## config.mk

```make
export PLATFORM = sky130hd
export DESIGN_NAME = spi_master_ctrl
export DESIGN_NICKNAME = d
export VERILOG_FILES = /design/src/rtl/spi_pkg.sv /design/src/rtl/spi_div_tick.sv /design/src/rtl/spi_master_ctrl.sv
export SDC_FILE = /design/constraint.sdc
export NUM_CORES = 1
export LEC_CHECK = 0
export ABC_AREA = 1
export CAP_MARGIN = 20
export CELL_PAD_IN_SITES_DETAIL_PLACEMENT = 2
export CELL_PAD_IN_SITES_GLOBAL_PLACEMENT = 2
export CORE_UTILIZATION = 29
export CTS_CLUSTER_SIZE = 25
export DETAILED_ROUTE_END_ITERATION = 16
export PLACE_DENSITY = 0.78
export SYNTH_ARGS = -nofsm -noshare
export SYNTH_HDL_FRONTEND = slang
export SYNTH_SLANG_ARGS = --single-unit
```

## constraint.sdc

```tcl
create_clock -name clk -period 3 [get_ports clk]
set_input_delay 0.6 -clock clk [delete_from_list [all_inputs] [get_ports clk]]
set_output_delay 0.6 -clock clk [all_outputs]
set_load 0.005 [all_outputs]
```

## src/rtl/spi_pkg.sv

```systemverilog
// Shared definitions for the SPI master sequencer: state encoding, counter
// width and the tick-counter width helper.
package spi_pkg;

  typedef enum logic [2:0] {
    S_IDLE,
    S_LOAD,
    S_HIGH,
    S_LOW,
    S_TRAIL,
    S_DONE
  } state_t;

  localparam int CNT_W = 4;

  function automatic int tick_w(input int div);
    return (div < 2) ? 1 : $clog2(div);
  endfunction

endpackage

```

## src/rtl/spi_div_tick.sv

```systemverilog
// Half-period tick generator: counts 0..CLK_DIV-1 and flags the final cycle
// of the current phase. restart forces the count back to zero.
module spi_div_tick
  import spi_pkg::*;
#(
  parameter int CLK_DIV = 2
) (
  input  logic clk,
  input  logic rst_n,
  input  logic restart,
  output logic last
);

  localparam int TW = tick_w(CLK_DIV);

  logic [TW-1:0] tick;

  assign last = (tick == TW'(CLK_DIV - 1));

  always_ff @(posedge clk) begin
    if (!rst_n || restart) tick <= '0;
    else                   tick <= tick + TW'(1);
  end

endmodule

```

## src/rtl/spi_master_ctrl.sv

```systemverilog
// SPI mode-0 master sequencer driving an external 4-bit descending bit counter.
// state | meaning
// IDLE  | waiting for start, cs_n high
// LOAD  | cs_n low, first bit on mosi, sclk low
// HIGH  | sclk high, miso captured on entry
// LOW   | sclk low, next bit on mosi
// TRAIL | sclk low after last bit, cs_n still low
// DONE  | cs_n high, rx_data updated, done pulse
module spi_master_ctrl
  import spi_pkg::*;
#(
  parameter int DATA_W  = 8,
  parameter int CLK_DIV = 2
) (
  input  logic              clk,
  input  logic              rst_n,
  input  logic              start,
  input  logic [DATA_W-1:0] tx_data,
  output logic [DATA_W-1:0] rx_data,
  output logic              busy,
  output logic              done,
  output logic              sclk,
  output logic              mosi,
  input  logic              miso,
  output logic              cs_n,
  output logic              cnt_sel,
  output logic              cnt_ena,
  output logic [CNT_W-1:0]  cnt_datos,
  input  logic              cnt_zero
);

  state_t            state;
  logic [DATA_W-1:0] tx_sh;
  logic [DATA_W-1:0] rx_sh;
  logic              last;
  logic              restart;

  // Every phase ends on last, so the tick counter is restarted whenever the
  // state is about to change or is parked in IDLE/DONE.
  assign restart   = (state == S_IDLE) || (state == S_DONE) || last;
  assign cnt_datos = CNT_W'(DATA_W - 1);

  spi_div_tick #(.CLK_DIV(CLK_DIV)) u_tick (
    .clk     (clk),
    .rst_n   (rst_n),
    .restart (restart),
    .last    (last)
  );

  always_ff @(posedge clk) begin
    if (!rst_n) begin
      state   <= S_IDLE;
      tx_sh   <= '0;
      rx_sh   <= '0;
      rx_data <= '0;
      busy    <= 1'b0;
      done    <= 1'b0;
      sclk    <= 1'b0;
      mosi    <= 1'b0;
      cs_n    <= 1'b1;
      cnt_sel <= 1'b0;
      cnt_ena <= 1'b0;
    end else begin
      cnt_sel <= 1'b0;
      cnt_ena <= 1'b0;
      done    <= 1'b0;
      unique case (state)
        S_IDLE: if (start) begin
          tx_sh   <= tx_data;
          rx_sh   <= '0;
          mosi    <= tx_data[DATA_W-1];
          cnt_sel <= 1'b1;
          cs_n    <= 1'b0;
          busy    <= 1'b1;
          state   <= S_LOAD;
        end
        S_LOAD, S_LOW: if (last) begin
          sclk  <= 1'b1;
          rx_sh <= {rx_sh[DATA_W-2:0], miso};
          state <= S_HIGH;
        end
        S_HIGH: if (last) begin
          sclk <= 1'b0;
          // The counter reaches zero only after the final bit's decrement.
          if (cnt_zero) begin
            state <= S_TRAIL;
          end else begin
            cnt_ena <= 1'b1;
            tx_sh   <= tx_sh << 1;
            mosi    <= tx_sh[DATA_W-2];
            state   <= S_LOW;
          end
        end
        S_TRAIL: if (last) begin
          cs_n    <= 1'b1;
          rx_data <= rx_sh;
          done    <= 1'b1;
          state   <= S_DONE;
        end
        S_DONE: begin
          busy  <= 1'b0;
          state <= S_IDLE;
        end
        default: state <= S_IDLE;
      endcase
    end
  end

endmodule

```

==> flow_metrics.tcl <==
set metrics [dict create \
    outcome "finished, final reports clean" \
    ios 32 \
    min_path_type "flop to flop" \
    syn_area_sq_um 1560 \
    cts-root-buf "clkbuf_8" \
    reg2reg_slack_ns 1.37 \
    clock_path_buffers 2 \
    critPathRequiredTime_ns 3.16 \
    cts.sink_count 34 \
    slew_violations 0 \
    maxSlewHeadroom_pct 60.6 \
    synthCells 225 \
    antenna_cells 0 \
    synthArstFlopShare_pct 0 \
    min_period_ns 1.85 \
    rsz0062_at_grt "no" \
    cts_setup_buffers 0 \
    maxCapViolCount 0 \
    drt-vias-per-instance 4.46 \
    die_y_um 75.2 \
    area_growth_pct 28.2 \
    first_pass_iters 4 \
    cts_tree "yes" \
    p_leak_nw 0.932 \
    synth_top_area_cell "dfxtp_1" \
    dp_worst_setup_slack_ns 0.820 \
    postSynthAreaPerCell_sq_um 6.91 \
    htreeDepth 2 \
    gp_congestion 0.705 \
    port_buffers 27 \
    yosysUniqueCellTypes 25 \
    hold_end "cs_n" \
    drc_errors 0 \
    hold_start "cs_n" \
    critPathLaunchType "primary input" \
    rr_worst_depth 5 \
    cts_buffers 5 \
    synth-seq-cells 34 \
    post-synth-top-count-cell "nand2_1" \
    setup_violations 0 \
    grt_pass1_wl_mm 6.80 \
    worst-setup-path-type "primary input to flop" \
    post-route-period-util_pct 61.6 \
    num_rows 26 \
    yosysTopAreaCellShare_pct 43.8 \
    hpwl_mm 2.94 \
    tns_ns 0 \
    synth_area_leaders "dfxtp_1 44%, nand2_1 16%, nor2_1 8.9%" \
    overflow 0 \
    antenna_found_initial 0 \
    crit_path_max_fanout 11 \
    num-nets-final 264 \
    min_path_cells 2 \
    wl_per_cell_um 12.3 \
    synth_edf_count 0 \
    crit_top_cell "nand2_1" \
    crit_path_end_kind "flop" \
    layout-drive-gt1-share_pct 7.14 \
    worst_pin_slew_ns 0.591 \
    chipWidth_um 75.2 \
    grt_pass1_vias 1516 \
    fmax_mhz 541 \
    crit-reg2reg-launch "state[2]" \
    critPathSlowestCell "clkdlybuf4s50_1" \
    grt_use_total_pct 16.3 \
    postRouteWirelength_mm 3.96 \
    postCtsHoldBufs 0 \
    drtAntennaViolNets 0 \
    fin_ws_ns 1.15 \
    crit_chain "clkdlybuf4s50_1 -> buf_4 -> nand2_1 -> clkinv_1 -> nand2_1 -> o21ai_0" \
    ys_seq_area_share_pct 43.8 \
    clk_pin_slew_ns 0.07 \
    clkLatencyLatePin_ns 0.29 \
    reg2reg_to "tx_sh[6]" \
    hold_violations 0 \
    worst_ir_drop_vdd_mv 0.372 \
    grt_start_max_net_pins 17 \
    start_util_pct 30.3 \
    worstPathArrival_ns 2.01 \
    critical-path-max-stage-delay_ns 0.63 \
    yosysWarnings 0 \
    yosys_most_used_dff "dfxtp_1" \
    drtIter0Drc 51 \
    finClkSkew_ns 0.00469 \
    die_area_sq_um 5660 \
    synth_commonest_cells "68 x nand2_1, 37 x nor2_1, 34 x dfxtp_1" \
    post_cts_resized 0 \
    whs_ns 0.466 \
    power_density_nw_per_um2 1080 \
    core_area_sq_um 5140 \
    dr_total_vias 1435 \
]
[routing by layer]
layer  GRT usage (%)  part of all wire, %  routed length [um]
met4            4.32                  1.1                  45
met1            18.6                   43                1700
met3            5.22                  3.9                 154
met2            29.3                   52                2060
met5               0                    0                   0
[cell type report]
| class | instances | area [sq um] |
|---|---|---|
| repair buffers | 29 | 285 |
| well taps | 70 | 87.6 |
| clock inverters | 2 | 60.1 |
| multi-input cells | 152 | 689 |
| fillers | 642 | 3150 |
| inverters | 29 | 109 |
| flip-flops and latches | 34 | 681 |
| clock buffers | 6 | 82.6 |
[cells by family after synthesis]
logic type	after synthesis	share of synthesized area, %
AND/OR/NAND/NOR	121	34.1
flip-flops	34	43.8
other	2	0.483
buffers and inverters	41	12.4
AO/OA/AOI/OAI	27	9.25
[state kept, by name (all words and copies together), names as in the netlist, 3 cells and up]
| name | count |
|---|---|
| tx_sh | 7 |
| rx_sh | 8 |
| state | 3 |
| rx_data | 8 |
[layout by cell type, fill, tap and decap left out]
master and n:
nor2_2 1, nand3_4 1, nand2_1 68, bufinv_16 2, o211a_1 1, nor2_8 2, o21ai_0 15, clkinv_1 1
nand3_1 8, clkbuf_8 6, conb_1 4, nand4_1 1, clkdlybuf4s50_1 27, nand3_2 2, inv_1 27, buf_4 2
a21oi_1 9, nand2_2 1, o21a_1 1, a31oi_1 1, inv_2 1, nor2_1 37, dfxtp_1 34
[how the worst max path moves through the flow]
stage               startpoint    endpoint  slack [ns]  cells after the start
floorplan                start        mosi        1.66                      7
global placement         rst_n  rx_data[0]        0.89                      6
detailed placement       rst_n  rx_data[1]        0.82                      6
CTS                      rst_n  rx_data[6]        1.12                      6
global route             rst_n  rx_data[6]        0.96                      6
finish                   rst_n  rx_data[6]        1.15                      6
[report_power, final]
group / leakage (nW) / switching, mW / internal, mW
sequential: 0.279 / 0.119 / 0.599
combinational: 0.582 / 0.596 / 0.323
clock: 0.0714 / 0.170 / 0.354
total: 0.932 / 0.885 / 1.28
[critical path, delay by kind of cell]
family | cells | cell delay [ns]
buf+inv | 3 | 1.13
simple gates | 2 | 0.20
compound gates | 1 | 0.09
[per-stage QoR]
step	instances	total power [mW]	instance area (sq um)	util [%]
finish	322	2.16	1990	38.8
global route	322	2.37	1990	38.8
CTS	322	2.21	1990	38.8
detailed placement	314	1.65	1850	36.0
global placement	314	1.62	1850	36.0
floorplan	227	1.45	1560	-
Note: power is estimated with default switching activity, not from simulation.
